--- src/rtl/dm_arbiter_if.sv ---
// Bundle shared by the two requesters, the data memory and the arbiter.
// The arbiter takes the slave view; whatever drives requests and models the memory takes master.
interface dm_arbiter_if #(
   parameter int AW = 32,
   parameter int DW = 32
);
   logic          i_P0_req;
   logic          i_P1_req;
   logic          i_P0_we;
   logic          i_P1_we;
   logic [AW-1:0] i_P0_addr;
   logic [AW-1:0] i_P1_addr;
   logic [DW-1:0] i_P0_wd;
   logic [DW-1:0] i_P1_wd;
   logic          i_P1_lock;
   logic          o_P0_gnt;
   logic          o_P1_gnt;
   logic          o_P0_rvalid;
   logic          o_P1_rvalid;
   logic [DW-1:0] o_P0_rdata;
   logic [DW-1:0] o_P1_rdata;
   logic [AW-1:0] o_DM_addr;
   logic [DW-1:0] o_DM_wd;
   logic          o_DM_wen;
   logic          o_DM_ren;
   logic [DW-1:0] i_DM_rd;

   modport slave (
      input  i_P0_req, i_P1_req, i_P0_we, i_P1_we, i_P0_addr, i_P1_addr,
             i_P0_wd, i_P1_wd, i_P1_lock, i_DM_rd,
      output o_P0_gnt, o_P1_gnt, o_P0_rvalid, o_P1_rvalid, o_P0_rdata,
             o_P1_rdata, o_DM_addr, o_DM_wd, o_DM_wen, o_DM_ren
   );

   modport master (
      output i_P0_req, i_P1_req, i_P0_we, i_P1_we, i_P0_addr, i_P1_addr,
             i_P0_wd, i_P1_wd, i_P1_lock, i_DM_rd,
      input  o_P0_gnt, o_P1_gnt, o_P0_rvalid, o_P1_rvalid, o_P0_rdata,
             o_P1_rdata, o_DM_addr, o_DM_wd, o_DM_wen, o_DM_ren
   );
endinterface

--- src/rtl/dm_arbiter.sv ---
// Two-port round-robin arbiter for the data-memory port, with a bounded lock that
// lets port 1 burst while still guaranteeing port 0 a slot every MAX_LOCK grants.
module dm_arbiter #(
   parameter int AW       = 32,
   parameter int DW       = 32,
   parameter int MAX_LOCK = 8
) (
   input logic          i_clk,
   input logic          i_rst,
   dm_arbiter_if.slave  bus
);
   localparam logic [7:0] MAX_CNT = 8'(MAX_LOCK);

   typedef enum logic {UNLOCKED, LOCKED} lock_state_t;

   lock_state_t   state_reg;
   logic          last_reg;
   logic [7:0]    lock_cnt_reg;

   logic [1:0]    req;
   logic [1:0]    we;
   logic [1:0]    gnt;
   logic [AW-1:0] addr [2];
   logic [DW-1:0] wd   [2];
   logic          lock_win;
   logic          win1;

   assign req     = {bus.i_P1_req, bus.i_P0_req};
   assign we      = {bus.i_P1_we, bus.i_P0_we};
   assign addr[0] = bus.i_P0_addr;
   assign addr[1] = bus.i_P1_addr;
   assign wd[0]   = bus.i_P0_wd;
   assign wd[1]   = bus.i_P1_wd;

   // last_reg holds the previous winner, so on contention port 1 wins when port 0 went last.
   assign lock_win = (state_reg == LOCKED) && (lock_cnt_reg < MAX_CNT);
   assign win1     = req[1] & (~req[0] | lock_win | ~last_reg);
   assign gnt[1]   = ~i_rst & win1;
   assign gnt[0]   = ~i_rst & req[0] & ~win1;

   assign bus.o_P0_gnt  = gnt[0];
   assign bus.o_P1_gnt  = gnt[1];
   assign bus.o_DM_addr = win1 ? addr[1] : addr[0];
   assign bus.o_DM_wd   = win1 ? wd[1] : wd[0];
   assign bus.o_DM_wen  = |(gnt & we);
   assign bus.o_DM_ren  = |(gnt & ~we);

   genvar gi;
   generate
      for (gi = 0; gi < 2; gi++) begin : g_ret
         logic          rvalid_reg;
         logic [DW-1:0] rdata_reg;

         always_ff @(posedge i_clk) begin
            if (i_rst) begin
               rvalid_reg <= 1'b0;
               rdata_reg  <= '0;
            end else begin
               rvalid_reg <= gnt[gi] & ~we[gi];
               if (gnt[gi] & ~we[gi]) begin
                  rdata_reg <= bus.i_DM_rd;
               end
            end
         end
      end
   endgenerate

   assign bus.o_P0_rvalid = g_ret[0].rvalid_reg;
   assign bus.o_P1_rvalid = g_ret[1].rvalid_reg;
   assign bus.o_P0_rdata  = g_ret[0].rdata_reg;
   assign bus.o_P1_rdata  = g_ret[1].rdata_reg;

   always_ff @(posedge i_clk) begin
      if (i_rst) begin
         state_reg    <= UNLOCKED;
         last_reg     <= 1'b1;
         lock_cnt_reg <= '0;
      end else begin
         if (|gnt) begin
            last_reg <= gnt[1];
         end
         if (!req[1]) begin
            state_reg    <= UNLOCKED;
            lock_cnt_reg <= '0;
         end else if (gnt[1]) begin
            if (!bus.i_P1_lock) begin
               state_reg    <= UNLOCKED;
               lock_cnt_reg <= '0;
            end else if (state_reg == UNLOCKED) begin
               state_reg    <= LOCKED;
               lock_cnt_reg <= {7'b0, req[0]};
            end else if (req[0] && (lock_cnt_reg < MAX_CNT)) begin
               lock_cnt_reg <= lock_cnt_reg + 8'd1;
            end
         end else if (gnt[0] && (state_reg == LOCKED)) begin
            // Port 0 took its guaranteed slot; port 1 keeps the lock and resumes next.
            lock_cnt_reg <= '0;
         end
      end
   end
endmodule

--- src/flat_wrapper.sv ---
// flat-port wrapper written by rule: the top's interface ports become plain ports
module dm_arbiter_flat 
#(
   parameter int AW       = 32,
   parameter int DW       = 32,
   parameter int MAX_LOCK = 8
)
  (i_clk, i_rst, bus_i_P0_req, bus_i_P1_req, bus_i_P0_we, bus_i_P1_we, bus_i_P0_addr, bus_i_P1_addr, bus_i_P0_wd, bus_i_P1_wd, bus_i_P1_lock, bus_i_DM_rd, bus_o_P0_gnt, bus_o_P1_gnt, bus_o_P0_rvalid, bus_o_P1_rvalid, bus_o_P0_rdata, bus_o_P1_rdata, bus_o_DM_addr, bus_o_DM_wd, bus_o_DM_wen, bus_o_DM_ren);
  dm_arbiter_if #(.AW(AW), .DW(DW)) bus_i ();
  input logic i_clk;
  input logic i_rst;
  input wire logic [$bits(bus_i.i_P0_req)-1:0] bus_i_P0_req;
  input wire logic [$bits(bus_i.i_P1_req)-1:0] bus_i_P1_req;
  input wire logic [$bits(bus_i.i_P0_we)-1:0] bus_i_P0_we;
  input wire logic [$bits(bus_i.i_P1_we)-1:0] bus_i_P1_we;
  input wire logic [$bits(bus_i.i_P0_addr)-1:0] bus_i_P0_addr;
  input wire logic [$bits(bus_i.i_P1_addr)-1:0] bus_i_P1_addr;
  input wire logic [$bits(bus_i.i_P0_wd)-1:0] bus_i_P0_wd;
  input wire logic [$bits(bus_i.i_P1_wd)-1:0] bus_i_P1_wd;
  input wire logic [$bits(bus_i.i_P1_lock)-1:0] bus_i_P1_lock;
  input wire logic [$bits(bus_i.i_DM_rd)-1:0] bus_i_DM_rd;
  output wire logic [$bits(bus_i.o_P0_gnt)-1:0] bus_o_P0_gnt;
  output wire logic [$bits(bus_i.o_P1_gnt)-1:0] bus_o_P1_gnt;
  output wire logic [$bits(bus_i.o_P0_rvalid)-1:0] bus_o_P0_rvalid;
  output wire logic [$bits(bus_i.o_P1_rvalid)-1:0] bus_o_P1_rvalid;
  output wire logic [$bits(bus_i.o_P0_rdata)-1:0] bus_o_P0_rdata;
  output wire logic [$bits(bus_i.o_P1_rdata)-1:0] bus_o_P1_rdata;
  output wire logic [$bits(bus_i.o_DM_addr)-1:0] bus_o_DM_addr;
  output wire logic [$bits(bus_i.o_DM_wd)-1:0] bus_o_DM_wd;
  output wire logic [$bits(bus_i.o_DM_wen)-1:0] bus_o_DM_wen;
  output wire logic [$bits(bus_i.o_DM_ren)-1:0] bus_o_DM_ren;
  assign bus_i.i_P0_req = bus_i_P0_req;
  assign bus_i.i_P1_req = bus_i_P1_req;
  assign bus_i.i_P0_we = bus_i_P0_we;
  assign bus_i.i_P1_we = bus_i_P1_we;
  assign bus_i.i_P0_addr = bus_i_P0_addr;
  assign bus_i.i_P1_addr = bus_i_P1_addr;
  assign bus_i.i_P0_wd = bus_i_P0_wd;
  assign bus_i.i_P1_wd = bus_i_P1_wd;
  assign bus_i.i_P1_lock = bus_i_P1_lock;
  assign bus_i.i_DM_rd = bus_i_DM_rd;
  assign bus_o_P0_gnt = bus_i.o_P0_gnt;
  assign bus_o_P1_gnt = bus_i.o_P1_gnt;
  assign bus_o_P0_rvalid = bus_i.o_P0_rvalid;
  assign bus_o_P1_rvalid = bus_i.o_P1_rvalid;
  assign bus_o_P0_rdata = bus_i.o_P0_rdata;
  assign bus_o_P1_rdata = bus_i.o_P1_rdata;
  assign bus_o_DM_addr = bus_i.o_DM_addr;
  assign bus_o_DM_wd = bus_i.o_DM_wd;
  assign bus_o_DM_wen = bus_i.o_DM_wen;
  assign bus_o_DM_ren = bus_i.o_DM_ren;
  dm_arbiter #(.AW(AW), .DW(DW), .MAX_LOCK(MAX_LOCK)) u_core (.i_clk(i_clk), .i_rst(i_rst), .bus(bus_i));
endmodule
--- config.mk ---
export PLATFORM = sky130hd
export DESIGN_NAME = dm_arbiter_flat
export DESIGN_NICKNAME = d
export VERILOG_FILES = /design/src/rtl/dm_arbiter_if.sv /design/src/rtl/dm_arbiter.sv /design/src/flat_wrapper.sv
export SDC_FILE = /design/constraint.sdc
export NUM_CORES = 1
export LEC_CHECK = 0
export CAP_MARGIN = 40
export CORE_MARGIN = 5
export CORE_UTILIZATION = 35
export CTS_CLUSTER_SIZE = 16
export DETAILED_ROUTE_END_ITERATION = 12
export GPL_ROUTABILITY_DRIVEN = 0
export PLACE_DENSITY = 0.89
export SYNTH_ARGS = -nofsm -noshare
export SYNTH_HDL_FRONTEND = slang
export SYNTH_SLANG_ARGS = --single-unit
--- constraint.sdc ---
create_clock -name i_clk -period 3.6 [get_ports i_clk]
set_input_delay 0.72 -clock i_clk [delete_from_list [all_inputs] [get_ports i_clk]]
set_output_delay 0.72 -clock i_clk [all_outputs]
set_load 0.005 [all_outputs]
After elaboration in Yosys (flattened, before gate mapping)
Index checks and enable logic that the tools add are counted.

$add $sub $neg: 1. Multiply operators: 0. Divide/modulo/power cells: 0. Magnitude comparators: 1. Equal/unequal tests: 1. Shifts and indexed selects: 0. Mux-type cells: 8. Bitwise operators: 18. Reductions and logical operators: 9.

Operators by type and width (count): two-way mux 32 bit (2); two-way mux 8 bit (5); adder 8 x 1 -> 8 bit (second input constant) (1); less-than comparator 8 x 4 -> 1 bit (second input constant) (1); OR reduction 2 bit (4); inverter 1 bit (7); AND 1 bit (6); AND 2 bit (2); inequality test 4 bit (second input constant) (1); logical AND 1 bit (3); inverter 2 bit (1); bitwise OR 1 bit (2); AND reduction 2 bit (1); nonzero test 2 bit (1); two-way mux 1 bit (1).

Flip-flop bits (word level): 76. Latch bits: 0. Memory bits (writable): 0. ROM bits: 0. Input port bits: 167. Output and inout bits: 134. Word-level logic and storage cells: 45. Memories: 0.

Longest topological paths before layout
Depth in word-level cells: 10. Gate-level depth with buffers: 7.

Least setup slack after synthesis
No wires, ideal clock.

Path type: input to output. Start point: in bus_i_P0_req. End point: out bus_o_DM_addr[0]. Arrival time: 1.804 ns. Path slack: 1.076 ns. Stages: 7. Buffers on the path: 3. Path through: nand2_1 a31o_1 buf_4 nand2_2 buf_6 buf_6 mux2_4.

Longest elaborated chain between the ends: 5.

Ends and longest elaborated chain: from (decl) (line flat_wrapper.sv:12) `input wire logic [$bits(bus_i.i_P0_req)-1:0] bus_i_P0_req;`; inverter 1 bit (line dm_arbiter.sv:37) `assign win1 = req[1] & (~req[0] | lock_win | ~last_reg);`; bitwise OR 1 bit (2 in series) (line dm_arbiter.sv:37); AND 1 bit (line dm_arbiter.sv:37); two-way mux 32 bit (line dm_arbiter.sv:43) `assign bus.o_DM_addr = win1 ? addr[1] : addr[0];`; to (decl) (line flat_wrapper.sv:28) `output wire logic [$bits(bus_i.o_DM_addr)-1:0] bus_o_DM_addr;`.

Every way passes these cells.

Final worst setup path
Start point: in bus_i_P0_req. End point: out bus_o_DM_addr[18].

Same word-level chain as after synthesis.

==> metrics.txt <==
outcome finished clean; Syn Inst Count between 400 and 500; max cap viols 0; FFs w/ async S/R, synth 0; Fillers roughly 870; Post-route DRC 0; minimum clock period roughly 3.5 ns; FP Rows 39; Synth warnings 0; Finished Core Util 0.661; P&R area growth vs syn 84.6%; cts bufs inserted 9; Synth Net Count around 610; share of cells above drive strength 1 0.192; hold_buf cts 0; Synth cell types 43; TNS Setup 0 ns; commonest non-fill, non-tap cell in the layout clkdlybuf4s50_1; Die Ht 118 um; drt first pass iters 5; first-pass GRT wire length slightly above 30000 um; CTS sink count 76; Post-DRT Antenna Nets 0; Hold Violations, Final 0; pwr/cell area roughly 330 nW/um^2; synthesis-stage register bit count 76; Mean Syn Cell Area roughly 9.4 sq um; Seq/Total Area, Yosys 0.371; Routed WL per cell about 23 um; Critical Path RT 2.88 ns; Total Wirelength a little over 20000 um; worst hold margin roughly 0.46 ns; Crit Path Class input port to output pin; CTS resizes 0; unrepaired setup endpoints after global routing false; post-route cell area roughly 7600 sq um; Overflow after GRT 0; Core Box Area between 10000 and 15000 sq um; type of the tightest min-delay check flop to flop; Max Clk Rate 282 MHz; Post-synth EDFFs 0; Peak VDD IR about 0.22 mV; Die ar. around 14000 sq um; I/O Buffers 300; critical path fanouts, max 13; largest net degree at the start of global routing 65; vias approximately 4700; placement-stage cell area approximately 7300 sq um; CP Launch Type input port; Root Buffer clkbuf_16; DRT iter0 DRCs 290; antenna violations before repair 1; Slew @ Worst Pin roughly 0.60 ns; CTS tree yes; Setup Skew around 0.0088 ns; normalized max-slew margin 0.598; Initial Util 0.358; fin nets between 800 and 900; crit path DAT 2.83 ns; commonest cells after routing, fill and taps aside 300 x clkdlybuf4s50_1, 76 x dfxtp_1, 65 x o21ai_0; # H-tree levels 3; clock latency on the worst-skew pair ~0.33 ns; Total GRT Usage 0.283; Max Slew Vio Count 0; final setup vio count 0; clock buffer depth 2; DP Wirelength ~16000 um; Static Leak 2.87 nW; Via density approximately 5.3; cell area after synthesis about 4000 sq um; Post-synth top flop dfxtp_1; Die W 118 um; Clock Pin Slew Worst Setup and Hold Paths about 0.060 ns; IO Count 301; Worst Setup End Kind output pin; final period utilization 0.986; vias in the first global route just under 5000; Post-CTS Setup Bufs 0
[layer usage]
| metal | GRT usage | vias up | routed length, um |
|---|---|---|---|
| li1 | - | 2147 | - |
| met1 | 0.341 | 2225 | 8130 |
| met2 | 0.468 | 248 | 9710 |
| met3 | 0.0917 | 41 | 1740 |
| met4 | 0.109 | 0 | 919 |
| met5 | 0 | - | 0 |
[critical path, stage by stage]
cell	delay, ns
clkdlybuf4s50_1	0.48
nand2_1	0.07
a31o_1	0.27
nand2_4	0.22
buf_4	0.23
mux2_4	0.32
clkdlybuf4s50_1	0.52
[where the power goes]
part	switching (W)	leakage [nW]	internal, W
sequential	0.0000181	0.618	0.000871
combinational	0.000246	2.10	0.000458
clock	0.000406	0.149	0.000494
[cell type report]
cell class | count | area, sq um | area share
diodes | 1 | 2.50 | 0.000330
clock buffers | 9 | 225 | 0.0297
clock inverters | 7 | 76.3 | 0.0101
inverters | 5 | 18.8 | 0.00248
multi-input cells | 315 | 2370 | 0.313
flip-flops and latches | 76 | 1520 | 0.201
well taps | 143 | 179 | 0.0236
repair buffers | 322 | 3180 | 0.420
[cell families (layout without fill, tap and decap cells)]
kind of cell / after synthesis / after routing / share of synthesized area
compound gates: 116 / 116 / 0.158
fa+ha+maj: 1 / 1 / 0.00305
buf+inv: 46 / 343 / 0.0555
flops: 76 / 76 / 0.371
mux: 65 / 65 / 0.223
other cells: 0 / 1 / 0
simple gates: 133 / 133 / 0.190
[per-stage QoR]
| stage | setup WS (ns) | power [W] | std cells |
|---|---|---|---|
| final | 0.0516 | 0.00249 | 878 |
| after global routing | 0.00146 | 0.00260 | 878 |
| after CTS | 0.0396 | 0.00251 | 877 |
| after detailed placement | 0.0492 | 0.00161 | 861 |
| after global placement | 0.0762 | 0.00159 | 861 |
| after floorplan | 1.08 | 0.00115 | 437 |
[path summary, 6_finish.rpt]
check / start / end / slack (ns) / cells past startpoint
max: bus_i_P0_req / bus_o_DM_addr[18] / 0.05 / 7
min: u_core.bus.o_P1_rdata[25] / u_core.bus.o_P1_rdata[25] / 0.46 / 2
max reg2reg: u_core.lock_cnt_reg[7] / u_core.bus.o_P0_rdata[13] / 1.59 / 5
min reg2reg: u_core.bus.o_P1_rdata[25] / u_core.bus.o_P1_rdata[25] / 0.46 / 2
[cells in the mapped netlist, drive strengths merged, types with 3 or more instances]
cell type | count | area [sq um]
a211oi | 3 | 22.5
a21oi | 36 | 180
and3 | 3 | 18.8
buf | 10 | 90.1
clkbuf | 31 | 119
dfxtp | 76 | 1520
inv | 4 | 15.0
mux2 | 64 | 905
nand2 | 41 | 156
nand2b | 4 | 25.0
nand3 | 36 | 180
nor2 | 5 | 18.8
nor3 | 3 | 20.0
o21ai | 65 | 325
or3b | 32 | 280
(Power assumes the default switching activity.)
